<file path="src/rtl/shift_sub_divider_pkg.sv">
// Shared types and constants for the sequential restoring divider.
package div_pkg;

   typedef enum logic {
      IDLE = 1'b0,
      RUN  = 1'b1
   } state_t;

   localparam int SIZE_DEF      = 8;
   localparam int LONG_SIZE_DEF = 2 * SIZE_DEF;

   // Fill bit for the divide-by-zero quotient (all ones at any width)
   localparam logic DZ_FILL = 1'b1;

endpackage

</file>
<file path="src/rtl/shift_sub_divider_step.sv">
// One restoring division iteration: shift the next dividend bit into the
// partial remainder, subtract the divisor when it fits, record the quotient bit.
module div_step #(
   parameter int SIZE     = 8,
   parameter int LongSize = 2 * SIZE
) (
   input  logic [SIZE-1:0]     i_r,
   input  logic [LongSize-1:0] i_dq,
   input  logic [SIZE-1:0]     i_d,
   output logic [SIZE-1:0]     o_r,
   output logic [LongSize-1:0] o_dq
);

   logic [SIZE:0] w_t;
   logic [SIZE:0] w_diff;
   logic          w_ge;

   always_comb begin
      w_t    = {i_r, i_dq[LongSize-1]};
      w_diff = w_t - {1'b0, i_d};
      w_ge   = (w_t >= {1'b0, i_d});
      o_r    = w_ge ? w_diff[SIZE-1:0] : w_t[SIZE-1:0];
      o_dq   = {i_dq[LongSize-2:0], w_ge};
   end

endmodule

</file>
<file path="src/rtl/shift_sub_divider.sv">
// Sequential restoring divider: 2*SIZE-bit dividend by SIZE-bit divisor,
// one quotient bit per clock behind a start/busy/done handshake.
module shift_sub_divider
   import div_pkg::*;
#(
   parameter int SIZE     = SIZE_DEF,
   parameter int LongSize = 2 * SIZE
) (
   input  logic                clk,
   input  logic                rst,
   // Handshake: start is taken only on an edge where busy=0; operands are
   // sampled on that edge. done pulses one cycle when results update.
   input  logic                start,
   input  logic [LongSize-1:0] dividend,
   input  logic [SIZE-1:0]     divisor,
   output logic                busy,
   output logic                done,
   output logic [LongSize-1:0] quotient,
   output logic [SIZE-1:0]     remainder,
   output logic                dz,
   output state_t              o_dbg_state
);

   localparam int CNT_W = $clog2(LongSize);

   state_t                r_state;
   state_t                w_state_next;
   logic [CNT_W-1:0]      r_cnt;
   logic [LongSize-1:0]   r_dq;
   logic [SIZE-1:0]       r_d;
   logic [SIZE-1:0]       r_r;
   logic                  r_done;
   logic [LongSize-1:0]   r_quotient;
   logic [SIZE-1:0]       r_remainder;
   logic                  r_dz;
   logic                  w_accept_run;
   logic                  w_last;
   logic [SIZE-1:0]       w_r_next;
   logic [LongSize-1:0]   w_dq_next;

   div_step #(
      .SIZE     (SIZE),
      .LongSize (LongSize)
   ) u_step (
      .i_r  (r_r),
      .i_dq (r_dq),
      .i_d  (r_d),
      .o_r  (w_r_next),
      .o_dq (w_dq_next)
   );

   always_comb begin
      w_state_next = r_state;
      w_accept_run = 1'b0;
      w_last       = 1'b0;
      case (r_state)
         IDLE: begin
            if (start && (divisor != '0)) begin
               w_accept_run = 1'b1;
               w_state_next = RUN;
            end
         end
         RUN: begin
            if (r_cnt == '0) begin
               w_last       = 1'b1;
               w_state_next = IDLE;
            end
         end
         default: w_state_next = IDLE;
      endcase
   end

   always_ff @(posedge clk) begin
      if (rst) begin
         r_state     <= IDLE;
         r_cnt       <= '0;
         r_dq        <= '0;
         r_d         <= '0;
         r_r         <= '0;
         r_done      <= 1'b0;
         r_quotient  <= '0;
         r_remainder <= '0;
         r_dz        <= 1'b0;
      end else begin
         r_state <= w_state_next;
         r_done  <= 1'b0;
         if (r_state == IDLE) begin
            if (w_accept_run) begin
               r_dq  <= dividend;
               r_d   <= divisor;
               r_r   <= '0;
               r_cnt <= CNT_W'(LongSize - 1);
            end else if (start) begin
               // Zero divisor finishes on the accepting edge without iterating
               r_quotient  <= {LongSize{DZ_FILL}};
               r_remainder <= '0;
               r_dz        <= 1'b1;
               r_done      <= 1'b1;
            end
         end else begin
            r_dq <= w_dq_next;
            r_r  <= w_r_next;
            if (w_last) begin
               r_quotient  <= w_dq_next;
               r_remainder <= w_r_next;
               r_dz        <= 1'b0;
               r_done      <= 1'b1;
            end else begin
               r_cnt <= r_cnt - 1'b1;
            end
         end
      end
   end

   assign busy        = (r_state == RUN);
   assign done        = r_done;
   assign quotient    = r_quotient;
   assign remainder   = r_remainder;
   assign dz          = r_dz;
   assign o_dbg_state = r_state;

endmodule

</file>
<file path="config.mk">
export PLATFORM = sky130hd
export DESIGN_NAME = shift_sub_divider
export DESIGN_NICKNAME = d
export VERILOG_FILES = /design/src/rtl/shift_sub_divider_pkg.sv /design/src/rtl/shift_sub_divider_step.sv /design/src/rtl/shift_sub_divider.sv
export SDC_FILE = /design/constraint.sdc
export NUM_CORES = 1
export LEC_CHECK = 0
export CAP_MARGIN = 25
export CORE_UTILIZATION = 35
export DETAILED_ROUTE_END_ITERATION = 7
export PLACE_DENSITY = 0.6
export REMOVE_ABC_BUFFERS = 1
export SLEW_MARGIN = 10
export SYNTH_ARGS = -nofsm -noshare
export SYNTH_HDL_FRONTEND = slang
export SYNTH_SLANG_ARGS = --single-unit
</file>
<file path="constraint.sdc">
create_clock -name clk -period 2.3 [get_ports clk]
set_input_delay 0.345 -clock clk [delete_from_list [all_inputs] [get_ports clk]]
set_output_delay 0.345 -clock clk [all_outputs]
set_load 0.02 [all_outputs]
</file>
==> results_dict.tcl <==
set metrics [dict create \
    gr-total-overflow 0 \
    synthAdderAreaFrac_pct 4.809 \
    dieWidth_microns 94.86 \
    start_util_pct 36.36 \
    synth_cell_types 46 \
    drc_errors 0 \
    synth_top_area_cell "dfxtp_1" \
    dr_total_vias 2559 \
    hold_slack_ns 0.3537 \
    drtIter0Drc 67 \
    muxShareOfSynthArea_pct 15.59 \
    synth-async-reset-ratio_pct 0 \
    gp_congestion 0.7788 \
    critPathKind "reg2reg" \
    switchingPower_mw 0.9175 \
    vias_per_cell 4.988 \
    intPower_mw 2.252 \
    combinationalPowerShare_pct 26.2 \
    final_layout_size_suffix_gt1_share_pct 18.14 \
    diodes 0 \
    die_area_sq_um 8997 \
    synth_flop_cell "dfxtp_1" \
    fp-row-count 33 \
    p_leak_nw 1.593 \
    synthesis.area_sq_um 3018 \
    root_buffer "clkbuf_8" \
    drt-total-wl_mm 7.101 \
    status "finished, final reports clean" \
    cts.sinks 63 \
    yosys.area_share.simple_pct 19.57 \
    drv_slew 0 \
    seqPwrFrac_pct 38.7 \
    grt_antenna_before_repair 0 \
    drtPass1Iterations 4 \
    relSlewSlack_pct 69.88 \
    io_pins 55 \
    grt_pass1_wl_mm 11.59 \
    cts.htree.levels 3 \
    numCtsBuffers 9 \
    die_h_microns 94.86 \
    synth_edf_count 0 \
    clk_latency_ns 0.35 \
    post-route-util_pct 48.64 \
    power_density_nw_per_um2 785.2 \
    cp-end-kind "register" \
    synth.top_cell.area_share_pct 41.79 \
    n_fill_cell 806 \
    synth_area_leaders "dfxtp_1 42%, mux2i_1 9.6%, nor2_1 8.3%" \
    cts_buffer_depth 2 \
    synth_compound_area_share_pct 12.11 \
    drv_cap 0 \
    finalSetupTns_ns 0 \
    synth_seq_cells 63 \
    ant_nets 0 \
    avgSynthCellArea_sq_um 9.145 \
    switching_share_pct 28.95 \
    placed_cell_area_sq_um 3754 \
    yosysSeqAreaShare_pct 41.79 \
    port_buffers 54 \
    preCtsSetupSlack_ns -0.1173 \
    layout_setup_ws_ns 0.007994 \
    clk_pin_slew_ns 0.07 \
    synthCells 330 \
    crit_arrival_ns 2.51 \
    vdd_drop_max_uv 436.4 \
    grt_max_degree 43 \
    clkPwrFrac_pct 35.0 \
    finalCritPeriodShare_pct 99.65 \
    dpl.hpwl_mm 5.206 \
    synth-xor-area-share_pct 1.161 \
    cts_hold_buf 0 \
    yosysWarnings 0 \
    synthToLayoutAreaGrowth_pct 33.75 \
    fmax_mhz 436.3 \
    grt_pass1_vias 2440 \
    synth_top_family_by_area "simple AND/OR/NAND/NOR gates" \
    finalSetupViolations 0 \
    cts_tree "built" \
    hold_class "in2reg" \
    finalHoldViolCount 0 \
    crit_path_max_fanout 6 \
    wl_per_cell_microns 13.84 \
    coreArea_sq_um 8299 \
    finClkSkew_ns 0.01134 \
    worst_slew_pin_slew_ns 0.4518 \
    critical_path.startpoint_type "register" \
    grt_usage_pct 16.77 \
    fin_area_sq_um 4036 \
    required_ns 2.51 \
    nNetsFinal 441 \
    period_minus_slack_ns 2.292 \
]
==> cell usage in the layout, fill, tap and decap left out, drive strengths merged, types with 2 or more instances in the layout <==
cell type and instances:
inv 13, or2 3, a21oi 7, dfxtp 63
clkdlybuf4s50 53, clkbuf 11, a31o 2, clkinvlp 2
ha 10, buf 26, nor2 67, bufinv 2
o21ai 17, nand2b 5, o31ai 2, nand2 15
mux2 16, a211oi 7, or4 2, mux2i 29
xor2 3, nor2b 6, a22o 2, nor3 25
a32oi 5
==> area by class of cell <==
type	instances	area, sq um	share of cell area (%)
clock buffers	11	151.4	3.751
inverters	13	48.80	1.209
clock inverters	5	80.08	1.984
flip-flops and latches	63	1261	31.25
well taps	105	131.4	3.255
repair buffers	79	733.2	18.16
multi-input cells	237	1630	40.39
==> state kept, by name, indices dropped and copies added (netlist names) <==
signal     cells
busy           1
done           1
dz             1
quotient      16
r_cnt          4
r_d            8
r_dq          16
r_r            8
remainder      8
==> path summary, 6_finish.rpt <==
check	from	end	slack [ns]	cells past startpoint
setup / recovery	r_r[5]	remainder[4]	0.008	6
hold / removal	rst	r_dq[14]	0.35	2
setup reg to reg	r_r[5]	remainder[4]	0.008	6
hold reg to reg	remainder[3]	remainder[3]	0.45	2
==> worst max-delay path: stages, from the launching register on <==
cell and delay [ns]:
dfxtp_1 0.43, ha_1 0.31, and4_1 0.21, and2_1 0.18
a221oi_4 0.43, mux2i_1 0.45, o21ai_0 0.15
==> timing repair <==
action,4_1_cts,5_1_grt
gates resized for setup,0,6
setup endpoints to repair,0,16
buffers inserted,0,3
==> metrics by stage <==
| step | instances | power, mW |
|---|---|---|
| after floorplan | 313 | 1.740 |
| after global placement | 493 | 2.017 |
| after global routing | 513 | 3.334 |
| after detailed placement | 493 | 2.030 |
| after CTS | 509 | 3.141 |
| final | 513 | 3.169 |
==> power by group through the flow <==
stage	Clock [mW]	Sequential, mW	Combinational [mW]
4_1_cts	1.13	1.23	0.785
3_3_place_gp	0	1.25	0.769
3_5_place_dp	0	1.25	0.780
5_1_grt	1.19	1.24	0.911
6_report	1.11	1.23	0.832
2_1_floorplan	0	1.28	0.457
==> cells in the mapped netlist, types with 2 or more instances <==
cell type  instances
nor2_1            67
dfxtp_1           63
mux2i_1           29
nor3_1            25
mux2_2            15
o21ai_0           15
nand2_1           14
inv_1             13
ha_1              10
clkbuf_1           8
a21oi_1            7
nor2b_1            6
a211oi_1           5
a32oi_1            5
nand2b_1           5
buf_2              3
xor2_1             3
a211oi_2           2
a22o_1             2
a31o_2             2
buf_4              2
buf_6              2
o31ai_1            2
or2_2              2
or4_4              2
==> metal layers <==
layer,GRT usage (%),vias to the layer above,share of wire [%]
li1,-,1288,-
met1,21.03,1204,47
met2,27.40,61,48
met3,5.958,6,4.5
met4,3.914,0,0.66
met5,0,-,0
==> cells by family after synthesis <==
logic type      Yosys count
compound gates           49
xor+xnor                  4
fa+ha+maj                11
buf+inv                  30
flops                    63
mux                      45
simple gates            128
Power figures use the tool's default switching activity.
